--- src/rtl/ecc_secded_pipe.sv ---
// Two-stage Hamming SECDED decoder with valid/ready backpressure and saturating error counters.
// Optional ECC_SCRUB_EN adds out_ecc: re-encoded check bits of the corrected word for scrub write-back.
module ecc_secded_pipe #(
  parameter int DATA_WIDTH = 32,
  parameter int HAM_WIDTH  = 6,
  parameter int ECC_WIDTH  = HAM_WIDTH + 1,
  parameter int CNT_WIDTH  = 16
) (
  input  logic                  clk,
  input  logic                  rst,
  input  logic                  in_valid,
  output logic                  in_ready,
  input  logic [DATA_WIDTH-1:0] in_data,
  input  logic [ECC_WIDTH-1:0]  in_ecc,
  output logic                  out_valid,
  input  logic                  out_ready,
  output logic [DATA_WIDTH-1:0] out_data,
  output logic [HAM_WIDTH-1:0]  out_syndrome,
  output logic                  out_err_corr,
  output logic                  out_err_dbl,
  input  logic                  cnt_clr,
  output logic [CNT_WIDTH-1:0]  cnt_corr,
  output logic [CNT_WIDTH-1:0]  cnt_dbl
`ifdef ECC_SCRUB_EN
  ,
  output logic [ECC_WIDTH-1:0]  out_ecc
`endif
);

  localparam int STAGES = 2;
  localparam int N      = DATA_WIDTH + HAM_WIDTH;
  localparam logic [HAM_WIDTH-1:0] N_POS = HAM_WIDTH'(N);

  // Codeword position of data bit j: the j-th non-power-of-2 position.
  function automatic int data_pos(input int j);
    int k;
    int p;
    k = 0;
    p = 0;
    for (int q = 1; q <= N; q++) begin
      if ((q & (q - 1)) != 0) begin
        if (k == j) p = q;
        k++;
      end
    end
    return p;
  endfunction

  function automatic logic [DATA_WIDTH-1:0] ham_mask(input int i);
    logic [DATA_WIDTH-1:0] m;
    m = '0;
    for (int j = 0; j < DATA_WIDTH; j++) begin
      if (((data_pos(j) >> i) & 1) != 0) m = m | (DATA_WIDTH'(1) << j);
    end
    return m;
  endfunction

  typedef struct packed {
    logic [DATA_WIDTH-1:0] data;
    logic [HAM_WIDTH-1:0]  syn;
    logic                  q;
  } s1_t;

  logic [STAGES:1]       vld_pipe;
  logic                  adv;
  s1_t                   s1, s1_d;
  logic [HAM_WIDTH-1:0]  in_ham;
  logic [DATA_WIDTH-1:0] flip, fix_data;
  logic                  syn_zero, syn_bad, cls_corr, cls_dbl, out_hs;

  assign out_valid = vld_pipe[STAGES];
  assign adv       = !out_valid || out_ready;
  assign in_ready  = adv;
  assign out_hs    = out_valid && out_ready;

  for (genvar i = 0; i < HAM_WIDTH; i++) begin : g_chk
    localparam logic [DATA_WIDTH-1:0] MASK = ham_mask(i);
    assign in_ham[i] = ^(in_data & MASK);
  end

  // A flip only lands on a data position; check-bit positions never match.
  for (genvar j = 0; j < DATA_WIDTH; j++) begin : g_fix
    localparam logic [HAM_WIDTH-1:0] POS = HAM_WIDTH'(data_pos(j));
    assign flip[j] = s1.q && (s1.syn == POS);
  end

  always_comb begin
    s1_d      = '0;
    s1_d.data = in_data;
    s1_d.syn  = in_ham ^ in_ecc[HAM_WIDTH-1:0];
    s1_d.q    = ^{in_data, in_ecc};
  end

  assign fix_data = s1.data ^ flip;
  assign syn_zero = (s1.syn == '0);
  assign syn_bad  = (s1.syn > N_POS);
  assign cls_corr = s1.q && !syn_bad;
  assign cls_dbl  = (s1.q && syn_bad) || (!s1.q && !syn_zero);

`ifdef ECC_SCRUB_EN
  logic [HAM_WIDTH-1:0] fix_ham;
  for (genvar i = 0; i < HAM_WIDTH; i++) begin : g_scrub
    localparam logic [DATA_WIDTH-1:0] MASK = ham_mask(i);
    assign fix_ham[i] = ^(fix_data & MASK);
  end

  always_ff @(posedge clk) begin
    if (rst)      out_ecc <= '0;
    else if (adv) out_ecc <= {^{fix_data, fix_ham}, fix_ham};
  end
`endif

  // Both stages advance together; bubbles travel through like words.
  always_ff @(posedge clk) begin
    if (rst) begin
      vld_pipe     <= '0;
      s1           <= '0;
      out_data     <= '0;
      out_syndrome <= '0;
      out_err_corr <= 1'b0;
      out_err_dbl  <= 1'b0;
    end else if (adv) begin
      vld_pipe     <= {vld_pipe[STAGES-1:1], in_valid};
      s1           <= s1_d;
      out_data     <= fix_data;
      out_syndrome <= s1.syn;
      out_err_corr <= cls_corr;
      out_err_dbl  <= cls_dbl;
    end
  end

  always_ff @(posedge clk) begin
    if (rst || cnt_clr) begin
      cnt_corr <= '0;
      cnt_dbl  <= '0;
    end else if (out_hs) begin
      if (out_err_corr && (cnt_corr != '1)) cnt_corr <= cnt_corr + 1'b1;
      if (out_err_dbl  && (cnt_dbl  != '1)) cnt_dbl  <= cnt_dbl + 1'b1;
    end
  end

endmodule

--- config.mk ---
export PLATFORM = sky130hd
export DESIGN_NAME = ecc_secded_pipe
export DESIGN_NICKNAME = d
export VERILOG_FILES = /design/src/rtl/ecc_secded_pipe.sv
export SDC_FILE = /design/constraint.sdc
export NUM_CORES = 1
export LEC_CHECK = 0
export BUFFER_PORTS_ARGS = -buffer_cell sky130_fd_sc_hd__buf_2
export CAP_MARGIN = 20
export CORE_ASPECT_RATIO = 0.6
export CORE_UTILIZATION = 30
export CTS_CLUSTER_SIZE = 8
export DETAILED_ROUTE_END_ITERATION = 8
export GPL_TIMING_DRIVEN = 0
export HOLD_SLACK_MARGIN = 0.02
export SLEW_MARGIN = 25
export SYNTH_ARGS = -nofsm -noshare
export SYNTH_HDL_FRONTEND = slang
export SYNTH_SLANG_ARGS = --single-unit
--- constraint.sdc ---
create_clock -name clk -period 1.9 [get_ports clk]
set_input_delay 0.095 -clock clk [delete_from_list [all_inputs] [get_ports clk]]
set_output_delay 0.095 -clock clk [all_outputs]
set_load 0.02 [all_outputs]
# --- After elaboration in Yosys (flattened, before gate mapping) ---
# Cells that the tools add are included.
op_classes:
  n_addsub: 2
  order_cmp: 1
  n_eq_ne: 34
  bitwise: 2
  reduce_logical: 55
ops:
  columns: ["cell", "n"]
  rows:
  - ["$reduce_xor 32->1", 6]
  - ["$eq 6x5->1 const B", 15]
  - ["$eq 6x4->1 const B", 7]
  - ["$reduce_xor 39->1", 1]
  - ["$logic_and 1x1->1", 38]
  - ["$eq 6x6->1 const B", 6]
  - ["$add 16x1->16 const B", 2]
  - ["$ne 16x16->1 const B", 2]
  - ["$xor 32x32->32", 1]
  - ["$eq 6x3->1 const B", 3]
  - ["$eq 6x2->1 const B", 1]
  - ["$gt 6x6->1 const B", 1]
  - ["$logic_not 6->1", 1]
  - ["$xor 6x6->6", 1]
  - ["$logic_not 1->1", 4]
  - ["$reduce_and 2->1", 2]
  - ["$logic_or 1x1->1", 3]
totals:
  ff_bits: 113
  wordCells: 104

# --- Depth between registers and ports, before layout ---
# Gate-level depths: netlist (run 1).
logic_depth:
  ltp_word: 4
  ltp_mapped: 7

# --- Least setup slack after synthesis (run 1) ---
# No wires, ideal clock.
synth_path:
  kind: "register to register"
  startpoint: "register cnt_corr[7]"
  endpoint: "register cnt_corr[13]"
  setup_time_ns: 0.128
  arrival_time_ns: 1.707
  required_time_ns: 1.772
  setup_slack_ns: 0.066
  stages_incl_launch_ff: 7
  synth_period_minus_slack_ns: 1.834
  path_cell_list: "dfxtp_1 > nand4_1 > or3_1 > o21ai_0 > nor3_1 > xnor2_1 > nor2_1"
synth_between:
  elab_chain_cells: 3
synth_lines:
  columns: ["item", "line", "source"]
  rows:
  - ["start, declared", "22", "output logic [CNT_WIDTH-1:0] cnt_corr,"]
  - ["start signal, assigned", "137", "if (out_err_corr && (cnt_corr != '1)) cnt_corr <= cnt_corr + 1'b1;"]
  - ["parallel branches: the longest is 3 deep, another holds $add 16x1->16", null, null]
# Parallel ways; which one is timed is not known.
# A chain may end at the register's enable or synchronous reset.

# --- Final worst setup path (run 1) ---
layout_path:
  startpoint: "input port in_data[7]"
  endpoint: "register s1[0] (netlist bit)"
layout_between:
  elab_chain_cells: 1
layout_lines:
  columns: ["item", "line", "source"]
  rows:
  - ["start, declared", "13", "input logic [DATA_WIDTH-1:0] in_data,"]
  - ["$reduce_xor 39->1", "91", "s1_d.q = ^{in_data, in_ecc};"]
  - ["end signal, assigned", "117", "s1 <= '0;"]
  - ["end signal, assigned", "124", "s1 <= s1_d;"]
  - ["end, declared", "66", "s1_t s1, s1_d;"]
# Every way passes these cells.

==> results of run 1 <==
-- worst paths after layout --
path	start	to	slack [ns]	cells after the start
hold / removal	cnt_clr	cnt_dbl[11]	0.15	4
setup reg to reg	s1[4]	out_data[8]	0.08	4
hold reg to reg	out_syndrome[2]	out_syndrome[2]	0.45	2
setup / recovery	in_data[7]	s1[0]	0.05	7
-- area by class of cell --
cell class	count	area share [%]
Buffer	34	1.910
Tap cell	234	3.991
Clock buffer	18	5.987
Clock inverter	14	2.098
Timing Repair Buffer	151	12.59
Inverter	5	0.2729
Sequential cell	113	30.85
Multi-Input combinational cell	502	42.30
-- stage by stage --
step                area, um2  setup TNS (ns)  total power, mW  hold WS, ns
floorplan                5468               0            3.979       0.2355
global placement         6346         -0.4468            4.545       0.3597
detailed placement       6346         -0.4495            4.568       0.3671
CTS                      7288               0            7.809       0.1351
global route             7336        -0.02718            8.188       0.1839
finish                   7336               0            7.874       0.1482
-- Yosys cell counts, types with 2 or more instances --
library cell    n  area share, %
a211oi_1       23            3.2
a21oi_1        47            4.3
a311oi_1       13            2.1
and3b_1         3           0.48
and4_1          3           0.48
clkbuf_1       34            2.3
dfxtp_1       113             41
ha_1            2           0.46
inv_1           4           0.27
nand2_1       122            8.4
nand2b_1        4           0.46
nand3_1        18            1.6
nand3b_1        2           0.27
nand4_1         7           0.80
nor2_1         84            5.8
nor2b_1         6           0.69
nor3_1         12            1.1
nor4_1          2           0.23
o21ai_0        15            1.4
or3_1          15            1.7
xnor2_1        65             10
xnor3_1         7            2.9
xor2_1         37            5.9
-- state kept, by name (all words and copies together), names as in the netlist --
signal and cells:
cnt_dbl 16, s1 39, out_err_corr 1, cnt_corr 16
out_syndrome 6, out_err_dbl 1, vld_pipe 2, out_data 32
-- logic make-up (layout without fill, tap and decap cells) --
family / Yosys count / count (layout) / share of synthesized area [%]
buf+inv: 40 / 222 / 2.746
compound gates: 103 / 103 / 11.74
flops: 113 / 113 / 41.37
simple gates: 283 / 283 / 22.72
xor+xnor: 113 / 113 / 20.76
mux: 1 / 1 / 0.2059
fa+ha+maj: 2 / 2 / 0.4576
-- tightest hold or removal path, cell delays in order --
cell	delay [ns]
buf_2	0.07
or2_2	0.09
clkbuf_1	0.19
nor2b_1	0.07
-- power by group through the flow --
stage / Clock (mW) / Combinational (mW) / Sequential [mW]
global route: 3.33 / 2.08 / 2.79
global placement: 0 / 1.76 / 2.79
floorplan: 0 / 1.13 / 2.85
CTS: 3.23 / 1.84 / 2.74
detailed placement: 0 / 1.77 / 2.80
finish: 3.17 / 1.93 / 2.77
-- metal layers --
layer | share of wire (%) | global-route usage (%) | wire [um]
met4 | 0.54 | 5.839 | 92
met5 | 0.076 | 0 | 13
met3 | 9.4 | 6.489 | 1615
met2 | 37 | 24.21 | 6433
met1 | 53 | 28.59 | 9014
-- what timing repair did --
action / in CTS / in global routing
endpoints found under the setup margin: 31 / 41
pin swaps: 0 / 1
hold endpoints to repair: 33 / 0
hold buffers: 33 / 0
gates resized for setup: 10 / 14
setup buffers: 0 / 1
==> metrics.txt, run 1 <==
Flop pwr share 35.2%; Slew Viols, Final 0; Syn Inst Count 655; full die area 0.01879 mm2; Initial DRC Count 409; grt ovf 0; Synth Net Count 701; sequential share of the synthesized area 41.37%; initial antenna violation count 1; dpl cells 1006; synth warn 0; Num CTS Buffers 17; num rows 37; leading cell type in the layout, fill and taps excluded nand2_1; CTS tree built; status finished, final reports clean; min Tclk post-route 1.852 ns; die height 106.6 um; most frequent cells in the layout 122 x nand2_1, 117 x buf_2, 112 x dfxtp_1; Net Switching 2.506 mW; Die Width 176.3 um; cell breakdown of the critical path dlygate4sd3_1 > buf_2 > xnor3_1 > xor2_1 > xnor3_1 > xnor2_2 > o31ai_2; combinational share of power 24.6%; fraction of registers with async set/reset 0%; RSZ-0062 raised after global routing true; Fin Clk Skew 0.007985 ns; Cell Pwr Density 1073 mW/mm2; vias in the first global route 4824; first-pass GRT wire length 26630 um; I/O pin cnt 118; synthesized area 0.005468 mm2; Seq cells post-synth 113; slew of the pin with the lowest slew margin 0.5901 ns; Final WS setup 0.04770 ns; most used cell, CP xnor3_1; Synth cell types 40; Area growth syn-to-layout 34.16%; Remaining DRCs 0; Hold WC Path Type in -> reg; Initial Util 31.25%; area of the multi-input gates 0.003103 mm2; P_leak 2.982 nW; antenna fix cells 0; CORE AREA 0.01750 mm2; DR vias/cell 4.764; via count 5102; Num Clock Sinks 113; NumNets Final 870; 1st-pass router iterations 5; Crit path arrival time 2.13 ns; fillers 1808; maximum vdd drop 0.0006428 V; Tcrit/Tclk final 97.49%; WL final 17170 um; Worst path max stage delay 0.53 ns; Primary FF master, synth dfxtp_1; CP Launch Type primary input; Register Area 0.002263 mm2; Worst path slowest cell dlygate4sd3_1; critical path endpoint category flop; Largest delay share family, worst path XOR/XNOR gates; max cap viols 0; GR Util All Layers 18.90%; Util after Layout 41.92%; Cell Count, Final, Fillers Out 1071; routed len/inst 16.03 um; Switching Fraction 31.82%; Avg Inst Size Synth 8.348 um2; Buf/Inv on CP 2; Rel. slew slack 60.66%; share of post-route cells with drive strength above 1 20.79%; Setup CP Type in -> reg; Post-synth EDFFs 0; WP data required 2.18 ns; Clk pwr share 40.3%; Max clock buf depth 2; CTS root buffer clkbuf_16; Crit Path Max Fanout 3; worst slack at placement -0.1211 ns; Internal 5.369 mW; RD Place Congestion 0.8532; Clk Latency, worst-skew pair 0.41 ns; H-tree Lvls 4; f_max 539.9 MHz; # setup viols final 0; Detail Placement HPWL 13020 um; post-route ant nets 0; largest net degree at the start of global routing 17; count of input and output buffers 117; Fin. Hold Viols 0; clock-pin slew on the worst setup and hold paths 0.06 ns
Power figures use the tool's default switching activity.
==> run 2, diff against run 1 <==
==> constraint.sdc (replaced) <==
create_clock -name clk -period 1.9 [get_ports clk]
set_input_delay 0.095 -clock clk [delete_from_list [all_inputs] [get_ports clk]]
set_output_delay 0.095 -clock clk [all_outputs]
set_load 0.1 [all_outputs]
==> run 2 against run 1 <==
  * Via count shrank 0.98%
  * First-iteration DRC count grew 31%
  * Highest routed layer is now met4
  * Clock skew is 0.0059 ns higher
  * Combinational power rose by 28%
  * Register-to-register slack improved by 0.03 ns
  * Die area unchanged
  * Clock-buffer cell count rose by 5
  * Wire length down 2.1%
  * Non-clock buffer count fell by 1
  * Final cell count down 0.19%
  * Cell area up 1.0%
==> metrics.txt, run 2 (synthesis results as in run 1) <==
status finished, final reports clean; Rel. slew slack 57.14%; P_leak 3.004 nW; fillers 1803; Biggest register s1; slew of the pin with the lowest slew margin 0.6429 ns; Endpoint, Worst Hold s1[38]; Final WS setup 0.07848 ns; I/O pin cnt 118; min Tclk post-route 1.822 ns; Hold Crit Start in_data[31]; Fin Clk Skew 0.01385 ns; Tcrit/Tclk final 95.87%; Num CTS Buffers 17; CP Launch Type primary input; largest net degree at the start of global routing 17; Slew Viols, Final 0; worst slack at placement -0.1542 ns; antenna fix cells 0; FF-to-FF Start s1[4]; initial antenna violation count 0; Fin. Hold Viols 0; Crit Path Max Fanout 3; count of input and output buffers 117; share of post-route cells with drive strength above 1 24.19%; Detail Placement HPWL 13000 um; die height 106.6 um; 1st-pass router iterations 5; vias in the first global route 4672; Crit path arrival time 2.14 ns; WP data required 2.22 ns; CTS tree built; WL final 16800 um; most frequent cells in the layout 122 x nand2_1, 117 x buf_2, 84 x nor2_1; Reg2Reg Depth 4; routed len/inst 15.72 um; CORE AREA 0.01750 mm2; f_max 549.0 MHz; Setup CP Type in -> reg; R2R Setup Slk 0.11 ns; Area growth syn-to-layout 35.56%; Die Width 176.3 um; maximum vdd drop 0.0005871 V; full die area 0.01879 mm2; hold slack 0.07437 ns; Clk Latency, worst-skew pair 0.41 ns; biggest regs s1 x39, out_data x32; leading cell type in the layout, fill and taps excluded nand2_1; # setup viols final 0; Setup TNS 0 ns; clock-pin slew on the worst setup and hold paths 0.05 ns; Max clock buf depth 2; Hold WC Path Type in -> reg; GR Util All Layers 18.40%; RD Place Congestion 0.8612; DR vias/cell 4.726; Initial Util 31.25%; post-route ant nets 0; max cap viols 0; R2R Path End out_data[25]; CTS root buffer clkbuf_16; via count 5052; critical path endpoint category flop; first-pass GRT wire length 26180 um; num rows 37; grt ovf 0; Cell Pwr Density 1151 mW/mm2; H-tree Lvls 4; NumNets Final 869; max reg flops 39; Num Clock Sinks 113; Remaining DRCs 0; RSZ-0062 raised after global routing false; Tot Pwr 8.535 mW; Initial DRC Count 535; hold depth 3
==> run 2: how the worst max path moves through the flow <==
stage / cells after the start / from / endpoint / slack, ns
6_report: 8 / in_data[17] / s1[1] / 0.08
5_1_grt: 6 / s1[4] / out_data[15] / 0.004
4_1_cts: 8 / in_data[28] / s1[0] / 0.03
3_5_place_dp: 7 / in_data[4] / s1[0] / -0.15
3_3_place_gp: 7 / in_data[4] / s1[0] / -0.13
2_1_floorplan: 5 / cnt_dbl[14] / cnt_dbl[1] / -0.01
==> run 2: layer usage <==
layer	GRT usage (%)	up-vias	wire length, um
li1	-	2546	-
met2	23.20	182	6173
met3	4.255	12	1286
met4	4.161	0	94
met1	29.96	2312	9246
met5	0	-	0
==> run 2: through the flow <==
stage                     utilization [%]  cell area [um2]  std cells
after floorplan                         -             5543        655
after global placement              36.69             6421       1006
after detailed placement            36.69             6421       1006
after CTS                           42.10             7367       1068
after global routing                42.36             7412       1069
final                               42.36             7412       1069
==> run 2: critical path, stage by stage <==
cell and delay [ns]:
dlygate4sd3_1 0.53, buf_2 0.16, xnor2_1 0.14, xnor2_1 0.25, xnor3_2 0.44, xnor2_1 0.25
nand2_1 0.10, a21oi_2 0.18
==> run 2: report_power, final <==
group	total, mW	internal, mW	switching (mW)	leakage [nW]
clock	3.32	2.24	1.08	0.304
sequential	2.75	2.56	0.184	0.949
combinational	2.47	0.799	1.67	1.75
==> run 2: timing repair <==
action,CTS,global route
setup endpoints to repair,27,47
buffers inserted,1,1
endpoints found under the hold margin,32,0
hold buffers,32,0
resized for setup,2,14
pin swaps,0,2
gates cloned,0,0
==> run 2: layout make-up <==
cell class	count	area, um2	area share [%]
plain buffers	33	131.4	1.772
clock buffers	23	499.2	6.735
clock inverters	8	125.1	1.688
inverters	5	20.02	0.2701
multi-input cells	502	3089	41.68
flip-flops and latches	113	2333	31.48
well taps	234	292.8	3.950
repair buffers	151	920.9	12.42
==> run 3, diff against run 2 <==
==> constraint.sdc (replaced) <==
create_clock -name clk -period 1.9 [get_ports clk]
set_input_delay 0.38 -clock clk [delete_from_list [all_inputs] [get_ports clk]]
set_output_delay 0.38 -clock clk [all_outputs]
set_load 0.1 [all_outputs]
==> run 3 against run 2 <==
  * Power is 7.0% lower
  * First-iteration DRC count decreased by 12%
  * Critical path type unchanged
  * Non-clock buffer count down 32
  * Sequential share of layout area grew 1.9 points
  * Clock power down 16%
  * Critical endpoint is now s1[2]
==> metrics.txt, run 3 (synthesis results as in run 1) <==
Hold WC Path Type in -> reg; P_leak 2.823 nW; Initial DRC Count 473; CP Launch Type primary input; count of input and output buffers 117; Fin Clk Skew 0.01166 ns; critical path endpoint category flop; vias in the first global route 4333; Worst path max stage delay 0.54 ns; dpl cells 1006; Fin. Hold Viols 0; Crit Path Max Fanout 3; Setup TNS 0 ns; Crit path arrival time 2.19 ns; Reg2Reg Depth 6; Switching Fraction 37.22%; Worst path slowest cell xnor3_1; DR WL met3 1544 um; DR vias/cell 4.765; Cell Pwr Density 1136 mW/mm2; worst setup path startpoint in_data[13]; Initial Util 31.25%; num rows 37; final instance area 0.006988 mm2; Rel. slew slack 59.64%; Cell Count, Final, Fillers Out 1038; Biggest register s1; RSZ-0062 raised after global routing false; Internal 4.984 mW; RD Place Congestion 0.8829; Area growth syn-to-layout 27.80%; clock-pin slew on the worst setup and hold paths 0.05 ns; Num Clock Sinks 113; WP data required 2.23 ns; combinational share of power 30.2%; placed cell area 0.006425 mm2; min Tclk post-route 1.853 ns; antenna fix cells 0; R2R Setup Slk 0.14 ns; CTS tree built; WL final 16880 um; Worst Setup EP s1[2]; Detail Placement HPWL 13120 um; NumNets Final 837; Flop pwr share 34.6%; CTS root buffer clkbuf_16; Clk Latency, worst-skew pair 0.41 ns; Net Switching 2.955 mW; first-pass GRT wire length 25550 um; status finished, final reports clean; worst slack at placement -0.4493 ns; biggest regs s1 x39, out_data x32; 1st-pass router iterations 5; slew of the pin with the lowest slew margin 0.6054 ns; # setup viols final 0; initial antenna violation count 1; met2 WL 6004 um; cell breakdown of the critical path buf_2 > xor2_1 > xnor3_1 > xnor2_4 > xnor2_1 > nand2_1 > a21oi_1; Max clock buf depth 2; routed len/inst 16.26 um; Die Width 176.3 um; max reg flops 39; H-tree Lvls 4; FF-to-FF Start s1[1]; Final WS setup 0.04652 ns; Remaining DRCs 0; max cap viols 0; R2R Path End out_data[13]; fillers 1804; leading cell type in the layout, fill and taps excluded nand2_1; I/O pin cnt 118; Slew Viols, Final 0; GR Util All Layers 18.26%; f_max 539.5 MHz; maximum vdd drop 0.0006137 V; post-route ant nets 0; Num CTS Buffers 17; die height 106.6 um; largest net degree at the start of global routing 17; Top Metal Used met5; most frequent cells in the layout 122 x nand2_1, 116 x buf_2, 83 x nor2_1; met1 WL 9216 um; Tcrit/Tclk final 97.55%; CORE AREA 0.01750 mm2; full die area 0.01879 mm2; grt ovf 0; Clk pwr share 35.2%; Setup CP Type in -> reg; share of post-route cells with drive strength above 1 25.00%; via count 4946
## run 3: through the flow
step	utilization (%)	power [mW]	hold slack (ns)
2_1_floorplan	-	4.508	0.4322
3_3_place_gp	36.72	5.084	0.4402
3_5_place_dp	36.72	5.103	0.4436
4_1_cts	39.78	7.926	0.2081
5_1_grt	39.93	8.266	0.2255
6_report	39.93	7.939	0.2264
## run 3: power by group through the flow
| stage | clock network [mW] | registers, mW | logic [mW] |
|---|---|---|---|
| floorplan | 0 | 3.37 | 1.14 |
| global placement | 0 | 2.78 | 2.30 |
| detailed placement | 0 | 2.78 | 2.32 |
| CTS | 2.86 | 2.73 | 2.34 |
| global route | 2.97 | 2.77 | 2.53 |
| finish | 2.80 | 2.75 | 2.40 |
## run 3: worst max-delay path, delay by kind of cell
kind	cells	cell delay, ns
AOI/OAI and AO/OA	1	0.16
xor gates and xnor gates	4	1.38
buffers and inverters	1	0.12
and+or+nand+nor	1	0.12
## run 3: repair_timing
| item | in CTS | in global routing |
|---|---|---|
| endpoints found under the setup margin | 10 | 25 |
| gates resized for setup | 7 | 12 |
| hold buffers | 0 | 0 |
| setup buffers | 1 | 1 |
| hold endpoints to repair | 0 | 0 |
## run 3: cell type report
class | instances | area [um2] | share of cell area [%]
inverter | 5 | 20.02 | 0.2865
timing repair buffer | 119 | 610.6 | 8.738
multi-input combinational | 502 | 3080 | 44.08
clock inverter | 10 | 63.81 | 0.9132
buffer | 33 | 132.6 | 1.898
tap | 234 | 292.8 | 4.190
sequential | 113 | 2333 | 33.39
clock buffer | 22 | 454.2 | 6.500
## run 3: metal layers
| metal | track usage [%] | vias up |
|---|---|---|
| li1 | - | 2483 |
| met1 | 30.10 | 2257 |
| met2 | 21.46 | 190 |
| met3 | 5.496 | 14 |
| met4 | 4.286 | 2 |
| met5 | 0 | - |
## run 3: how the worst min path moves through the flow
stage,start,endpoint,slack [ns],depth (start not counted)
detailed placement,out_syndrome[2],out_syndrome[2],0.44,2
global placement,out_syndrome[4],out_syndrome[4],0.44,2
floorplan,vld_pipe[1],vld_pipe[1],0.43,2
global route,in_data[4],s1[11],0.23,3
finish,in_valid,vld_pipe[1],0.23,3
CTS,in_valid,vld_pipe[1],0.21,3
